$ cat src/rtl/accum_alu_if.sv
// Command/status bundle of the accumulator ALU. The master issues commands,
// the slave (accum_alu) executes them and reports accumulator and state.
interface accum_alu_if #(
    parameter int WIDTH = 8
);
    // Handshake: a command (op, operand) transfers on a rising clk edge where
    // cmd_valid and cmd_ready are both 1. cmd_ready does not depend on
    // cmd_valid, and op/operand are only looked at while cmd_valid is 1.
    logic             en;
    logic             cmd_valid;
    logic             cmd_ready;
    logic [2:0]       op;
    logic [WIDTH-1:0] operand;
    logic             clear_err;
    logic [WIDTH-1:0] acc;
    logic             result_valid;
    logic             error;
    logic [1:0]       state;

    modport master (
        output en, cmd_valid, op, operand, clear_err,
        input  cmd_ready, acc, result_valid, error, state
    );

    modport slave (
        input  en, cmd_valid, op, operand, clear_err,
        output cmd_ready, acc, result_valid, error, state
    );
endinterface

$ cat src/rtl/accum_alu.sv
// Accumulator ALU: single-cycle logic/arithmetic ops on a registered
// accumulator, plus a WIDTH-cycle shift-add multiply and an overflow ERROR state.
module accum_alu #(
    parameter int WIDTH = 8
) (
    input logic        clk,
    input logic        rst,
    accum_alu_if.slave bus
);
    typedef enum logic [1:0] {
        S_OFF   = 2'b00,
        S_READY = 2'b01,
        S_RUN   = 2'b10,
        S_ERROR = 2'b11
    } state_t;

    localparam logic [2:0] OP_AND  = 3'd0;
    localparam logic [2:0] OP_OR   = 3'd1;
    localparam logic [2:0] OP_XOR  = 3'd2;
    localparam logic [2:0] OP_NOT  = 3'd3;
    localparam logic [2:0] OP_ADD  = 3'd4;
    localparam logic [2:0] OP_SUB  = 3'd5;
    localparam logic [2:0] OP_MUL  = 3'd6;
    localparam logic [2:0] OP_LOAD = 3'd7;

    localparam int CW = $clog2(WIDTH) + 1;

    state_t             state_q, state_d;
    logic [WIDTH-1:0]   acc_q, acc_d;
    logic               valid_q, valid_d;
    logic [2*WIDTH-1:0] prod_q, prod_d;
    logic [2*WIDTH-1:0] mcand_q, mcand_d;
    logic [WIDTH-1:0]   mplier_q, mplier_d;
    logic [CW-1:0]      cnt_q, cnt_d;

    logic               accept;
    logic [WIDTH:0]     sum_ext;
    logic [WIDTH:0]     diff_ext;
    logic [2*WIDTH-1:0] prod_step;

    always_ff @(posedge clk) begin
        if (rst) begin
            state_q  <= S_OFF;
            acc_q    <= '0;
            valid_q  <= 1'b0;
            prod_q   <= '0;
            mcand_q  <= '0;
            mplier_q <= '0;
            cnt_q    <= '0;
        end else begin
            state_q  <= state_d;
            acc_q    <= acc_d;
            valid_q  <= valid_d;
            prod_q   <= prod_d;
            mcand_q  <= mcand_d;
            mplier_q <= mplier_d;
            cnt_q    <= cnt_d;
        end
    end

    always_comb begin
        state_d   = state_q;
        acc_d     = acc_q;
        valid_d   = 1'b0;
        prod_d    = prod_q;
        mcand_d   = mcand_q;
        mplier_d  = mplier_q;
        cnt_d     = cnt_q;
        accept    = (state_q == S_READY) && bus.cmd_valid;
        // Extra top bit of the sum is the carry, of the difference the borrow.
        sum_ext   = {1'b0, acc_q} + {1'b0, bus.operand};
        diff_ext  = {1'b0, acc_q} - {1'b0, bus.operand};
        prod_step = prod_q + (mplier_q[0] ? mcand_q : '0);

        case (state_q)
            S_OFF: begin
                if (bus.en) state_d = S_READY;
            end
            S_READY: begin
                if (accept) begin
                    valid_d = (bus.op != OP_MUL);
                    case (bus.op)
                        OP_AND:  acc_d = acc_q & bus.operand;
                        OP_OR:   acc_d = acc_q | bus.operand;
                        OP_XOR:  acc_d = acc_q ^ bus.operand;
                        OP_NOT:  acc_d = ~acc_q;
                        OP_ADD: begin
                            acc_d = sum_ext[WIDTH-1:0];
                            if (sum_ext[WIDTH]) state_d = S_ERROR;
                        end
                        OP_SUB: begin
                            acc_d = diff_ext[WIDTH-1:0];
                            if (diff_ext[WIDTH]) state_d = S_ERROR;
                        end
                        OP_MUL: begin
                            state_d  = S_RUN;
                            prod_d   = '0;
                            mcand_d  = {{WIDTH{1'b0}}, acc_q};
                            mplier_d = bus.operand;
                            cnt_d    = '0;
                        end
                        OP_LOAD: acc_d = bus.operand;
                        default: acc_d = acc_q;
                    endcase
                end else if (!bus.en) begin
                    state_d = S_OFF;
                end
            end
            S_RUN: begin
                // One multiplier bit per cycle; acc only changes on the last one.
                prod_d   = prod_step;
                mcand_d  = mcand_q << 1;
                mplier_d = mplier_q >> 1;
                cnt_d    = cnt_q + 1'b1;
                if (cnt_q == CW'(WIDTH - 1)) begin
                    acc_d   = prod_step[WIDTH-1:0];
                    valid_d = 1'b1;
                    state_d = (|prod_step[2*WIDTH-1:WIDTH]) ? S_ERROR : S_READY;
                end
            end
            S_ERROR: begin
                if (bus.clear_err) state_d = S_READY;
            end
            default: state_d = S_OFF;
        endcase
    end

    assign bus.cmd_ready    = (state_q == S_READY);
    assign bus.error        = (state_q == S_ERROR);
    assign bus.state        = state_q;
    assign bus.acc          = acc_q;
    assign bus.result_valid = valid_q;
endmodule

$ cat src/flat_wrapper.sv
// flat-port wrapper written by rule: the top's interface ports become plain ports
module accum_alu_flat 
#(
    parameter int WIDTH = 8
)
  (clk, rst, bus_en, bus_cmd_valid, bus_op, bus_operand, bus_clear_err, bus_cmd_ready, bus_acc, bus_result_valid, bus_error, bus_state);
  accum_alu_if #(.WIDTH(WIDTH)) bus_i ();
  input logic clk;
  input logic rst;
  input wire logic [$bits(bus_i.en)-1:0] bus_en;
  input wire logic [$bits(bus_i.cmd_valid)-1:0] bus_cmd_valid;
  input wire logic [$bits(bus_i.op)-1:0] bus_op;
  input wire logic [$bits(bus_i.operand)-1:0] bus_operand;
  input wire logic [$bits(bus_i.clear_err)-1:0] bus_clear_err;
  output wire logic [$bits(bus_i.cmd_ready)-1:0] bus_cmd_ready;
  output wire logic [$bits(bus_i.acc)-1:0] bus_acc;
  output wire logic [$bits(bus_i.result_valid)-1:0] bus_result_valid;
  output wire logic [$bits(bus_i.error)-1:0] bus_error;
  output wire logic [$bits(bus_i.state)-1:0] bus_state;
  assign bus_i.en = bus_en;
  assign bus_i.cmd_valid = bus_cmd_valid;
  assign bus_i.op = bus_op;
  assign bus_i.operand = bus_operand;
  assign bus_i.clear_err = bus_clear_err;
  assign bus_cmd_ready = bus_i.cmd_ready;
  assign bus_acc = bus_i.acc;
  assign bus_result_valid = bus_i.result_valid;
  assign bus_error = bus_i.error;
  assign bus_state = bus_i.state;
  accum_alu #(.WIDTH(WIDTH)) u_core (.clk(clk), .rst(rst), .bus(bus_i));
endmodule
$ cat config.mk
export PLATFORM = sky130hd
export DESIGN_NAME = accum_alu_flat
export DESIGN_NICKNAME = d
export VERILOG_FILES = /design/src/rtl/accum_alu_if.sv /design/src/rtl/accum_alu.sv /design/src/flat_wrapper.sv
export SDC_FILE = /design/constraint.sdc
export NUM_CORES = 1
export LEC_CHECK = 0
export ABC_AREA = 0
export CORE_UTILIZATION = 30
export CTS_CLUSTER_DIAMETER = 60
export CTS_CLUSTER_SIZE = 25
export DETAILED_ROUTE_END_ITERATION = 12
export GPL_ROUTABILITY_DRIVEN = 0
export GPL_TIMING_DRIVEN = 1
export PLACE_DENSITY_LB_ADDON = 0.05
export SETUP_SLACK_MARGIN = 0.05
export SYNTH_ARGS = -nofsm -noshare
export SYNTH_HDL_FRONTEND = slang
export SYNTH_SLANG_ARGS = --single-unit
$ cat constraint.sdc
create_clock -name clk -period 2.5 [get_ports clk]
set_input_delay 0.625 -clock clk [delete_from_list [all_inputs] [get_ports clk]]
set_output_delay 0.625 -clock clk [all_outputs]
set_load 0.05 [all_outputs]
==> results.md <==
Clock network:
- The number of buffers between clock root and the deepest sink is 2.
- The clock slew seen by the registers of the worst setup and hold paths is 0.08 ns.
- TritonCTS built the clock tree.
- The count of hold-fix buffers inserted at cts is 0.
- For the worst-skew pair, the clock arrives at the later sink with an insertion delay of about 0.30 ns.
- The H-tree level count is 2.
- The clock net in this run drives a total of 55 sinks.
- The number of buffers created by CTS is 5.
- The master cell of the clock root buffer is sky130_fd_sc_hd__clkbuf_16.

Synth:
- For this run, the number of Yosys warnings is 0.
- In this run, synthesis inferred 0 flip-flops with an integrated enable.
- After technology mapping, the gate count stands at 563.
- After synthesis, the cell types taking the most area are sky130_fd_sc_hd__dfxtp_1, sky130_fd_sc_hd__ha_1, sky130_fd_sc_hd__a21oi_1.
- The largest area contributor in the synthesized netlist is sky130_fd_sc_hd__dfxtp_1.
- By area, the combinational part of the netlist is dominated by compound AO/OA/AOI/OAI gates.
- The number of flip-flops and latches in the synthesized netlist is 55.
- When the netlist entered floorplanning its net count stood at roughly 630.
- After Yosys synthesis, XOR and XNOR cells account for ~3.4% of the synthesized area.
- After Yosys synthesis, full adders, half adders and majority gates account for 14.0% of the synthesized area.
- The top cell type by area accounts for 25.3% of the synthesized area.
- The complex-gate fraction of the synthesized area is between 20 and 30%.
- The average footprint of a synthesized cell is 7.74 µm².
- The combined area of all synthesized cells is 4360 µm².
- The most common flop cell mapped by yosys is sky130_fd_sc_hd__dfxtp_1.
- For this run, the register share of the synthesized area comes to approximately 25%.
- The number of distinct library cells after synthesis is 64.
- After Yosys synthesis, and, or, nand and nor cells account for roughly 20% of the synthesized area.
- The portion of synthesized area spent on multiplexers is roughly 4.8%.
- The proportion of synthesized flip-flops having asynchronous set or reset is 0%.

Placed design:
- The post-placement setup slack is -0.849 ns.
- The detailed placer's ending HPWL is 10.6 mm.
- During placement, the flow inserted port buffers numbering 28.
- The instance area after placement is 5620 µm².

Die:
- In this run the standard cell core region covers 14000 µm².
- The full die area is 15000 µm².
- Pin placement for this block handled 29 I/O pins.
- The vertical die dimension is approximately 120 µm.
- The number of rows created at floorplan is 43.
- The overall die width is ~120 µm.
- For this configuration, the core starts out at a cell density of a little under a third.

Setup path:
- The data arrival time at the worst-slack endpoint is 2.68 ns.
- The critical setup path kind is flip-flop to flip-flop.
- The worst endpoint required time is about 2.7 ns.
- The worst register-to-register path begins at u_core.mplier_q[0].
- The startpoint of the worst setup timing path is u_core.mplier_q[0].
- In this run the worst path has a maximum fanout of 5.
- The worst setup path is launched from a flip-flop.
- The endpoint kind of the worst setup timing path is a flip-flop.

Global route:
- The first-pass GRT wire length is 22.6 mm.
- The total routing resource utilization after global routing is around a fifth.
- The via count of the first global-routing pass was 4359.
- The total congestion overflow after global routing is 0.
- Entering global routing, the biggest net connects 35 pins.
- The number of antenna violations at the first check in global routing is 0.

Pwr:
- Net switching is 35.9% of the power.
- For this design the ratio of total power to cell area is between 400 and 500 nW/µm².
- Summed over all nets, the switching power comes to ~1000 µW.
- The peak supply drop is 0.000320 V.
- The clock network burns 26.5% of the power.
- The internal power of the cells totals 1800 µW.
- In this run the static leakage power is 0.00251 µW.
- The power share of the combinational group is a little under two fifths.
- The power share of the sequential group is between 30% and 40%.

STA:
- Measured against its own limit, the worst slew margin works out to 63.8%.
- Dividing the final minimum period by the clock period gives 100%.
- The number of max-slew violations in the final report came to 0.
- Setup repair after global routing could not meet its margin everywhere.
- The setup slack of the critical path after layout is -0.00320 ns.
- The worst hold slack after final layout is 0.463 ns.
- For the pin with the worst max-slew slack, the measured transition is 0.543 ns.
- The final number of setup-violating endpoints is 2.
- The smallest clock period supported by the final layout is computed as 2.50 ns.
- The setup TNS is -0.00456 ns.
- Between clock sinks in the finished design, the worst skew comes to 0.0115 ns.
- The count of final hold-check violations is 0.
- The highest clock rate is 399 MHz.

Final layout:
- From synthesis to final layout, the design area changed by 42.7%.
- Cells with a size suffix above 1 make up about a third of the layout.
- At the end of the flow the core is filled with cells to 44.3%.
- The number of antenna diodes in the final layout is 0.
- The total of fill cells in the finished design is approximately 1500.
- The final layout contains 748 nets.
- The final instance area is 6220 µm².

Route:
- The number of iterations in the first detailed-routing pass is 4.
- In the routed layout, each cell is associated on average with a via count of 5.12.
- The number of vias in the routed layout is 4432.
- The number of violations reported at the end of detailed-routing iteration 0 is about 160.
- The number of nets with antenna violations after detailed routing is 0.
- After detailed routing, the number of remaining DRC violations is 0.
- The average detailed-routed wire length per instance is between 15 and 20 µm.
- The post-detailed-routing wire length is between 10 and 15 mm.

Hold path:
- The startpoint of the most critical hold path is u_core.mplier_q[7].
- The path class of the tightest hold or removal check is flip-flop to flip-flop.

Flow run:
- The count of max-cap constraint violations is 0.

Run status:
- The run finished, with violations left.
- The final reports fail on negative setup slack.
-- routing by layer --
layer	routed length (µm)	track usage (%)
met1	6720	26.0
met2	6860	33.4
met3	371	2.56
met4	53	2.52
met5	0	0
-- area by class of cell --
class	count	area (µm²)	area share (%)
clock buffer	5	125	2.01
clock inverter	3	27.5	0.443
inverter	38	145	2.33
multi-input combinational	440	3410	54.9
sequential	55	1110	17.8
tap	180	225	3.62
timing repair buffer	145	1170	18.9
-- metrics by stage --
stage / std cells / power [µW]
5_1_grt: 866 / 2990
3_5_place_dp: 850 / 1980
3_3_place_gp: 850 / 1980
4_1_cts: 863 / 2790
6_report: 866 / 2810
2_1_floorplan: 563 / 1560
-- final timing paths --
kind,end,cells past startpoint,slack (ns)
min,u_core.mplier_q[7],2,0.46
max reg2reg,u_core.prod_q[14],11,-0.003
max,u_core.prod_q[14],11,-0.003
min reg2reg,u_core.mplier_q[7],2,0.46
-- cells by family after synthesis --
group,Yosys count
simple gates,189
compound gates,168
buf+inv,68
flops,55
fa+ha+maj,47
mux,19
xor+xnor,17
-- power by group through the flow --
stage                     clock network (µW)  logic [µW]  registers (µW)
final                                    744        1070             989
after global routing                     814        1180             998
after detailed placement                   0         974            1010
after global placement                     0         972            1010
after CTS                                769        1030             990
after floorplan                            0         492            1060
-- cells in the final DEF, fill, tap and decap left out, drive strengths merged, types with 4 or more instances in the layout --
master,instances
a2111oi,4
a211oi,20
a21oi,56
a221oi,7
a22oi,8
and2,14
buf,120
clkbuf,5
clkdlybuf4s50,19
dfxtp,55
ha,44
inv,40
mux2i,16
nand2,49
nand2b,6
nand3,19
nor2,59
nor2b,9
nor3,14
o21ai,27
o21bai,8
o22ai,5
o31ai,6
or3,5
xnor2,12
xor2,5
-- Yosys cell counts, types with 2 or more instances --
library cell                instances
sky130_fd_sc_hd__a2111oi_0          3
sky130_fd_sc_hd__a211o_1            3
sky130_fd_sc_hd__a211oi_1          19
sky130_fd_sc_hd__a21boi_1           3
sky130_fd_sc_hd__a21o_1             3
sky130_fd_sc_hd__a21oi_1           54
sky130_fd_sc_hd__a221oi_1           7
sky130_fd_sc_hd__a22oi_1            8
sky130_fd_sc_hd__a31oi_1            3
sky130_fd_sc_hd__and2_1            14
sky130_fd_sc_hd__and3_1             2
sky130_fd_sc_hd__and4_1             3
sky130_fd_sc_hd__buf_1              5
sky130_fd_sc_hd__buf_2              8
sky130_fd_sc_hd__clkbuf_1          16
sky130_fd_sc_hd__dfxtp_1           55
sky130_fd_sc_hd__fa_1               3
sky130_fd_sc_hd__ha_1              44
sky130_fd_sc_hd__inv_1             35
sky130_fd_sc_hd__inv_2              3
sky130_fd_sc_hd__mux2i_1           16
sky130_fd_sc_hd__nand2_1           49
sky130_fd_sc_hd__nand2b_1           6
sky130_fd_sc_hd__nand3_1           19
sky130_fd_sc_hd__nor2_1            59
sky130_fd_sc_hd__nor2b_1            9
sky130_fd_sc_hd__nor3_1            14
sky130_fd_sc_hd__nor3b_1            2
sky130_fd_sc_hd__nor4_1             2
sky130_fd_sc_hd__o21a_1             2
sky130_fd_sc_hd__o21ai_0           18
sky130_fd_sc_hd__o21ai_1            7
sky130_fd_sc_hd__o21ai_2            2
sky130_fd_sc_hd__o21bai_1           8
sky130_fd_sc_hd__o221ai_1           3
sky130_fd_sc_hd__o22ai_1            5
sky130_fd_sc_hd__o31ai_1            5
sky130_fd_sc_hd__or3_1              5
sky130_fd_sc_hd__xnor2_1           12
sky130_fd_sc_hd__xor2_1             5
-- sequential cells by signal, summed over array words and instances, names as in the netlist --
name	count
u_core.bus.acc	8
u_core.mcand_q	16
u_core.mplier_q	8
u_core.cnt_q	4
u_core.bus.state	2
u_core.bus.result_valid	1
u_core.prod_q	16
-- repair_timing --
action | 4_1_cts | 5_1_grt
resized for setup | 56 | 38
pin swaps | 23 | 33
endpoints found under the setup margin | 14 | 17
buffers inserted | 5 | 4
hold endpoints to repair | 0 | 0
-- worst max-delay path, cell delays in order, from the launching register on --
cell	delay, ns
sky130_fd_sc_hd__dfxtp_2	0.34
sky130_fd_sc_hd__buf_4	0.15
sky130_fd_sc_hd__and2_4	0.14
sky130_fd_sc_hd__ha_4	0.23
sky130_fd_sc_hd__nor2b_4	0.14
sky130_fd_sc_hd__o31ai_4	0.33
sky130_fd_sc_hd__a21oi_2	0.12
sky130_fd_sc_hd__a211o_1	0.30
sky130_fd_sc_hd__a21oi_2	0.20
sky130_fd_sc_hd__xor2_2	0.21
sky130_fd_sc_hd__a2bb2oi_1	0.19
sky130_fd_sc_hd__nor2_1	0.05
Note: power is estimated with default switching activity, not from simulation.
